[src/rtl/fir_job_offloader.sv]
// Bus-initiator that offloads one FIR job descriptor to the accelerator's periph slave:
// acquire a context, program the job registers, trigger, and wait for the completion event.
module fir_job_offloader #(
    parameter logic [31:0] BASE_ADDR = 32'h0000_0000,
    parameter int unsigned ID_WIDTH  = 10,
    parameter int unsigned MY_ID     = 1,
    parameter int unsigned RETRY_GAP = 8
) (
    input  logic                clk_i,
    input  logic                rst_i,
    input  logic                job_valid_i,
    output logic                job_ready_o,
    input  logic [31:0]         job_x_addr_i,
    input  logic [31:0]         job_h_addr_i,
    input  logic [31:0]         job_y_addr_i,
    input  logic [5:0]          job_shift_i,
    input  logic [15:0]         job_length_i,
    output logic                busy_o,
    output logic                done_o,
    output logic [7:0]          job_id_o,
    input  logic                evt_i,
    output logic                periph_req_o,
    input  logic                periph_gnt_i,
    output logic [31:0]         periph_add_o,
    output logic                periph_wen_o,
    output logic [3:0]          periph_be_o,
    output logic [31:0]         periph_data_o,
    output logic [ID_WIDTH-1:0] periph_id_o,
    input  logic                periph_r_valid_i,
    input  logic [31:0]         periph_r_data_i,
    input  logic [ID_WIDTH-1:0] periph_r_id_i
);

    localparam int unsigned GW = (RETRY_GAP < 2) ? 1 : $clog2(RETRY_GAP + 1);
    localparam logic [ID_WIDTH-1:0] MY_ID_W = ID_WIDTH'(MY_ID);

    typedef enum logic [2:0] {
        S_IDLE, S_ACQ_REQ, S_ACQ_WAIT, S_BACKOFF,
        S_WR_REGS, S_TRIGGER, S_WAIT_EVT, S_DONE
    } state_e;

    state_e        state_q, state_d;
    logic [31:0]   x_q, x_d, h_q, h_d, y_q, y_d;
    logic [5:0]    shift_q, shift_d;
    logic [15:0]   len_q, len_d;
    logic [7:0]    id_q, id_d;
    logic [1:0]    idx_q, idx_d;
    logic [GW-1:0] gap_q, gap_d;
    logic          rsp_ok;

    assign rsp_ok = periph_r_valid_i && (periph_r_id_i == MY_ID_W);

    always_ff @(posedge clk_i or posedge rst_i) begin
        if (rst_i) begin
            state_q <= S_IDLE;
            x_q     <= '0;
            h_q     <= '0;
            y_q     <= '0;
            shift_q <= '0;
            len_q   <= '0;
            id_q    <= '0;
            idx_q   <= '0;
            gap_q   <= '0;
        end else begin
            state_q <= state_d;
            x_q     <= x_d;
            h_q     <= h_d;
            y_q     <= y_d;
            shift_q <= shift_d;
            len_q   <= len_d;
            id_q    <= id_d;
            idx_q   <= idx_d;
            gap_q   <= gap_d;
        end
    end

    always_comb begin
        state_d = state_q;
        x_d     = x_q;
        h_d     = h_q;
        y_d     = y_q;
        shift_d = shift_q;
        len_d   = len_q;
        id_d    = id_q;
        idx_d   = idx_q;
        gap_d   = gap_q;
        unique case (state_q)
            S_IDLE: begin
                if (job_valid_i) begin
                    x_d     = job_x_addr_i;
                    h_d     = job_h_addr_i;
                    y_d     = job_y_addr_i;
                    shift_d = job_shift_i;
                    len_d   = job_length_i;
                    state_d = S_ACQ_REQ;
                end
            end
            S_ACQ_REQ: begin
                if (periph_gnt_i) state_d = S_ACQ_WAIT;
            end
            S_ACQ_WAIT: begin
                if (rsp_ok) begin
                    if (periph_r_data_i[31]) begin
                        gap_d   = GW'(RETRY_GAP);
                        state_d = S_BACKOFF;
                    end else begin
                        id_d    = periph_r_data_i[7:0];
                        idx_d   = '0;
                        state_d = S_WR_REGS;
                    end
                end
            end
            S_BACKOFF: begin
                // Leaving on the count of 1 keeps req low for exactly RETRY_GAP cycles.
                gap_d = gap_q - GW'(1);
                if (gap_q <= GW'(1)) state_d = S_ACQ_REQ;
            end
            S_WR_REGS: begin
                if (periph_gnt_i) begin
                    idx_d = idx_q + 2'd1;
                    if (idx_q == 2'd3) state_d = S_TRIGGER;
                end
            end
            S_TRIGGER: begin
                if (periph_gnt_i) state_d = S_WAIT_EVT;
            end
            S_WAIT_EVT: begin
                if (evt_i) state_d = S_DONE;
            end
            S_DONE:  state_d = S_IDLE;
            default: state_d = S_IDLE;
        endcase
    end

    always_comb begin
        job_ready_o   = 1'b0;
        busy_o        = 1'b0;
        done_o        = 1'b0;
        periph_req_o  = 1'b0;
        periph_add_o  = '0;
        periph_wen_o  = 1'b0;
        periph_data_o = '0;
        unique case (state_q)
            S_IDLE: job_ready_o = 1'b1;
            S_ACQ_REQ: begin
                busy_o       = 1'b1;
                periph_req_o = 1'b1;
                periph_wen_o = 1'b1;
                periph_add_o = BASE_ADDR + 32'h04;
            end
            S_WR_REGS: begin
                busy_o       = 1'b1;
                periph_req_o = 1'b1;
                periph_add_o = BASE_ADDR + 32'h40 + {28'd0, idx_q, 2'b00};
                unique case (idx_q)
                    2'd0: periph_data_o = x_q;
                    2'd1: periph_data_o = h_q;
                    2'd2: periph_data_o = y_q;
                    2'd3: periph_data_o = {len_q, 10'd0, shift_q};
                    default: periph_data_o = '0;
                endcase
            end
            S_TRIGGER: begin
                busy_o       = 1'b1;
                periph_req_o = 1'b1;
                periph_add_o = BASE_ADDR;
            end
            S_DONE: done_o = 1'b1;
            default: busy_o = 1'b1;
        endcase
    end

    assign job_id_o    = id_q;
    assign periph_be_o = 4'hF;
    assign periph_id_o = MY_ID_W;

endmodule

[config.mk]
export PLATFORM = sky130hd
export DESIGN_NAME = fir_job_offloader
export DESIGN_NICKNAME = d
export VERILOG_FILES = /design/src/rtl/fir_job_offloader.sv
export SDC_FILE = /design/constraint.sdc
export NUM_CORES = 1
export LEC_CHECK = 0
export ABC_AREA = 1
export BUFFER_PORTS_ARGS = -buffer_cell sky130_fd_sc_hd__buf_2
export CAP_MARGIN = 20
export CORE_UTILIZATION = 45
export CTS_CLUSTER_DIAMETER = 120
export DETAILED_ROUTE_END_ITERATION = 8
export PLACE_DENSITY = 0.76
export SKIP_LAST_GASP = 1
export SLEW_MARGIN = 20
export SYNTH_ARGS = -nofsm -noshare
export SYNTH_HDL_FRONTEND = slang
export SYNTH_SLANG_ARGS = --single-unit
export TNS_END_PERCENT = 100
[constraint.sdc]
create_clock -name clk_i -period 5.8 [get_ports clk_i]
set_input_delay 0.29 -clock clk_i [delete_from_list [all_inputs] [get_ports clk_i]]
set_output_delay 0.29 -clock clk_i [all_outputs]
set_load 0.005 [all_outputs]
**After elaboration in Yosys (flattened, before gate mapping)**

Index checks and enable logic that the tools add are counted.

- Bits in read-only memories: 0
- Latch bits: 0
- Memories: 0
- Output and inout port bits: 91
- Memory bits (writable): 0
- Bits of input ports: 166
- Register bits: 135
- Logic and storage cells: 72

- Bitwise logic cells: 1
- Div/mod/pow operators: 0
- Multipliers: 0
- $add $sub $neg: 3
- Shift-type cells: 0
- Reductions and logical operators: 12
- Order comparisons: 1
- Muxes and demuxes: 25
- Equal/unequal tests: 21

Operators with widths:

| operator | number |
|---|---|
| 32-bit case mux with 4 select lines | 1 |
| 32-bit two-way mux | 1 |
| 3-bit two-way mux | 9 |
| 3-bit case mux with 8 select lines | 1 |
| 2-bit != test (second input constant) | 10 |
| 8-bit case mux with 2 select lines | 1 |
| 3-bit == test (second input constant) | 4 |
| 10-bit by 1-bit == test with 1-bit output (second input constant) | 1 |
| 7-bit by 4-bit adder with 8-bit output (first input constant) | 1 |
| 4-bit two-way mux | 2 |
| 4-bit case mux with 2 select lines | 1 |
| 8-bit AND reduction | 1 |
| 3-bit by 2-bit == test with 1-bit output (second input constant) | 2 |
| 2-bit two-way mux | 3 |
| 3-bit AND reduction | 2 |
| 1-bit two-way mux | 5 |
| 2-bit == test (second input constant) | 2 |
| 4-bit by 1-bit less-or-equal comparator with 1-bit output (second input constant) | 1 |
| 2-bit case mux with 2 select lines | 1 |
| 4-bit AND reduction | 1 |
| 2-bit nonzero test | 2 |
| 4-bit by 1-bit subtractor with 4-bit output (second input constant) | 1 |
| 3-bit by 1-bit == test with 1-bit output (second input constant) | 1 |
| 3-bit logical NOT | 1 |
| 8 further kinds | 8 |

**Logic depth before layout (Yosys ltp)**

- Depth in word-level cells: 4
- Gate-level depth with buffers: 10
- Mapped depth without buffers: 9

**Worst setup path before layout**

OpenSTA, ideal clock, no wires.

- Path kind: register to output
- Start: reg idx_q[0]
- End: out periph_data_o[16]
- Arrival time: 1384 ps
- Stages on the path, launching flop included: 8
- Data required time: 5510 ps
- Slack: 4126 ps
- Cells stage by stage: dfrtp_1 inv_1 ha_1 clkbuf_1 inv_1 clkbuf_1 o21ai_0 a31oi_1

- Cells in the longest elaborated chain, start to end: 3
- Elaborated cells on any way between the ends: 6
- Classes of those cells: eq/ne (3); mux (2); reduce/logical (1)

Ends and longest elaborated chain:

| what | line | text |
|---|---|---|
| from (decl) | 47 | `logic [1:0] idx_q, idx_d;` |
| from (signal assigned) | 72 | `idx_q <= idx_d;` |
| 2-bit == test (tied with other cells) | 155 | `unique case (idx_q)` |
| 32-bit case mux with 4 select lines (*) | 155 |  |
| 32-bit two-way mux (*) | 143 | `unique case (state_q)` |
| to (decl) | 27 | `output logic [31:0] periph_data_o,` |

Every way passes the cells marked *; elsewhere a longest branch is shown, timed or not.

**Final worst setup path**

- Start: reg idx_q[0]
- End: out periph_data_o[30]

The elaborated chain is that of the path after synthesis.

==> impl_metrics.py <==
metrics = {
    "cts": {
        "path_clk_slew_ns": 0.06,
        "insertion_delay_ns": 0.41,
        "cts_hold_repair.buffers": 0,
        "cts_tree": "done",
        "cts-root-buf": "sky130_fd_sc_hd__clkbuf_16",
        "clock_tree.htree_level_count": 4,
        "cts_inserted_buffers": 17,
        "cts_buffer_depth": 2,
        "cts_resized": 0,
        "clock_sinks": 135,
        "post-cts-setup-buffers": 0,
    },
    "setup_path": {
        "cp_slowest_stage_delay_ns": 0.46,
        "crit_path_start_kind": "flip-flop",
        "timing.setup.critical_path_class": "flip-flop to output pin",
        "timing.critical_path.required_ns": 5.51,
        "path_cells": "inv_1 > ha_1 > buf_4 > clkinv_1 > buf_16 > o21ai_0 > a31oi_1 > buf_2",
        "timing.critical_path.fanout_max": 33,
        "slowest_stage": "sky130_fd_sc_hd__clkinv_1",
        "cp_data_arrival_time_ns": 2.72,
        "endpoint_kind": "output pin",
    },
    "timing": {
        "min_period_ns": 3.01,
        "post-route-worst-setup-slack_ns": 2.79,
        "hold_violations": 0,
        "timing.setup.tns_ns": 0,
        "finalSetupViolCount": 0,
        "max_slew_headroom": 0.286,
        "drv_slew": 0,
        "part_of_the_cycle_the_worst_path_needs": 0.519,
        "max_freq_ghz": 0.332,
        "worst_pin_slew_ns": 1.07,
        "final.setup_skew_ns": 0.00557,
        "rsz0062_at_grt": "no",
    },
    "placement": {
        "finalWeightedCongestion": 0.819,
        "place.detailed.hpwl_mm": 10.5,
        "dp_slack_ns": 3.02,
        "placedInstanceArea_um2": 7520,
        "placed_cells_incl_taps": 953,
        "portBuffers": 190,
    },
    "synthesis": {
        "yosysSeqAreaShare": 0.510,
        "syn_area_per_cell_um2": 10.8,
        "synthDistinctLibCells": 29,
        "cells_after_synth": 614,
        "postSynthRegisterBits": 135,
        "ys.warnings.count": 0,
        "syn-cell-area_um2": 6630,
    },
    "power_and_ir_drop": {
        "total_power_mw": 4.04,
        "comb_power_share": 0.336,
        "power.leakage_nw": 4.06,
        "power_frac_seq": 0.409,
        "netSwitchingPower_mw": 1.32,
        "p_per_area_nw_per_um2": 496,
        "power.clock.fraction": 0.255,
        "internal_power_mw": 2.72,
        "vdd.ir_drop.worst_v": 0.000294,
        "swShare": 0.326,
    },
    "finish": {
        "area.growth.synth_to_final_pct": 22.8,
        "layout.cell_area.non_filler_um2": 8140,
        "mostFrequentLayoutCell": "sky130_fd_sc_hd__buf_2",
        "layout.cells.non_filler": 988,
        "layout-drive-gt1-share": 0.437,
        "nNetsFinal": 966,
        "mostFrequentLayoutCells": "sky130_fd_sc_hd__buf_2, sky130_fd_sc_hd__dfrtp_1, sky130_fd_sc_hd__mux2_2",
    },
    "route": {
        "avgRoutedWirePerCell_um": 16.2,
        "drt-total-wl_mm": 16.0,
        "initialDrtViolationCount": 176,
        "detail-route-antenna-nets": 0,
        "remaining_drc_errors": 0,
        "detailedRoute.firstPassIterationCount": 8,
        "drt-vias-per-instance": 5.10,
        "num_vias": 5042,
    },
    "grt": {
        "grt_start_max_net_pins": 86,
        "grt_first_pass_wirelength_mm": 24.4,
        "grt_met1_usage": 0.256,
        "number_of_global_route_vias_before_repair": 4870,
        "gr-usage-met2": 0.365,
        "globalRoute.totalOverflow": 0,
        "busiest_layer": "met2",
        "grt_use_total": 0.214,
        "grt_antenna_before_repair": 1,
        "met3_usage_in_global_routing": 0.0660,
    },
    "die": {
        "die-width_um": 123,
        "starting_density_of_the_core": 0.469,
        "io_pins": 257,
        "die-height_um": 123,
        "placeableCoreArea_um2": 14100,
        "design.die.area_um2": 15200,
        "floorplan_row_count": 43,
    },
    "run": {
        "timing.max_cap.violations": 0,
    },
    "hold_path": {
        "hold_class": "primary input to asynchronous set/reset pin",
    },
    "run_status": {
        "outcome": "completed",
    },
}
==> Yosys cell counts <==
library cell                 n  area [um2]
sky130_fd_sc_hd__o21ai_1     2        10.0
sky130_fd_sc_hd__o22ai_1     1        6.26
sky130_fd_sc_hd__nand2_1    94         353
sky130_fd_sc_hd__buf_4      44         330
sky130_fd_sc_hd__nand3_1     4        20.0
sky130_fd_sc_hd__o21ai_0    46         230
sky130_fd_sc_hd__a21oi_1    44         220
sky130_fd_sc_hd__nor2_2      1        6.26
sky130_fd_sc_hd__nor3_1      1        5.00
sky130_fd_sc_hd__nor2_1     18        67.6
sky130_fd_sc_hd__xor2_1      1        8.76
sky130_fd_sc_hd__mux2_4     20         300
sky130_fd_sc_hd__nand4_2     1        12.5
sky130_fd_sc_hd__mux2_2     98        1100
sky130_fd_sc_hd__conb_1      2        7.51
sky130_fd_sc_hd__nand2_2     1        6.26
sky130_fd_sc_hd__ha_1        6        75.1
sky130_fd_sc_hd__a31oi_1    22         138
sky130_fd_sc_hd__clkbuf_1   18        67.6
sky130_fd_sc_hd__nor3_4      1        16.3
sky130_fd_sc_hd__nand3b_1    1        7.51
sky130_fd_sc_hd__buf_6       3        33.8
sky130_fd_sc_hd__dfrtp_1   135        3380
sky130_fd_sc_hd__nand4_1     5        31.3
sky130_fd_sc_hd__or2_2       1        6.26
sky130_fd_sc_hd__buf_2      12        60.1
sky130_fd_sc_hd__nor3b_1     1        7.51
sky130_fd_sc_hd__inv_1      30         113
sky130_fd_sc_hd__xnor2_1     1        8.76
==> layer usage <==
layer	up-vias	share of wire
li1	2364	-
met1	2469	0.42
met2	185	0.50
met3	24	0.066
met4	0	0.017
met5	-	0
==> sequential cells by signal, indices dropped and copies added, names as in the netlist <==
signal    cells
h_q          32
x_q          32
y_q          32
len_q        16
job_id_o      8
shift_q       6
gap_q         4
state_q       3
idx_q         2
==> power by group through the flow <==
stage | logic, mW | clock network, mW | registers, mW
3_5_place_dp | 1.33 | 0 | 1.66
4_1_cts | 1.34 | 1.05 | 1.65
6_report | 1.36 | 1.03 | 1.65
3_3_place_gp | 1.29 | 0 | 1.64
2_1_floorplan | 1.07 | 0 | 1.57
5_1_grt | 1.49 | 1.08 | 1.70
==> path summary, 6_finish.rpt <==
check | from | slack, ns | cells after the start | to
min reg2reg | job_id_o[3] | 0.48 | 2 | job_id_o[3]
max | idx_q[0] | 2.79 | 8 | periph_data_o[30]
max reg2reg | state_q[2] | 3.16 | 4 | y_q[10]
min | rst_i | 0.009 | 2 | job_id_o[3]
max in group asynchronous | rst_i | 4.58 | 3 | x_q[1]
min in group clk_i | job_x_addr_i[0] | 0.10 | 2 | x_q[0]
==> metrics by stage <==
stage,hold slack [ns],util
2_1_floorplan,0.422,-
6_report,0.00872,0.575
5_1_grt,0.0623,0.575
4_1_cts,0.0359,0.571
3_5_place_dp,0.472,0.531
3_3_place_gp,0.467,0.531
==> final cells by class <==
class / instances / area (um2)
Sequential cell: 135 / 3380
Fill cell: 1251 / 6010
Antenna cell: 1 / 2.50
Clock inverter: 13 / 124
Timing Repair Buffer: 197 / 1040
Inverter: 30 / 118
Tap cell: 180 / 225
Clock buffer: 19 / 443
Multi-Input combinational cell: 413 / 2810
==> logic make-up after synthesis <==
| group | count (synthesis) | synth area share |
|---|---|---|
| compound gates | 115 | 0.0911 |
| buf+inv | 107 | 0.0911 |
| mux | 118 | 0.212 |
| flops | 135 | 0.510 |
| fa+ha+maj | 6 | 0.0113 |
| simple gates | 129 | 0.0813 |
| xor+xnor | 2 | 0.00264 |
| other cells | 2 | 0.00113 |
==> worst max-delay path, delay by kind of cell, from the launching register on <==
family | cells | cell delay [ns]
buffers and inverters | 5 | 1.44
flip-flops | 1 | 0.42
adder cells (fa/ha/maj) | 1 | 0.15
AO/OA/AOI/OAI | 2 | 0.29
(Power assumes the default switching activity.)
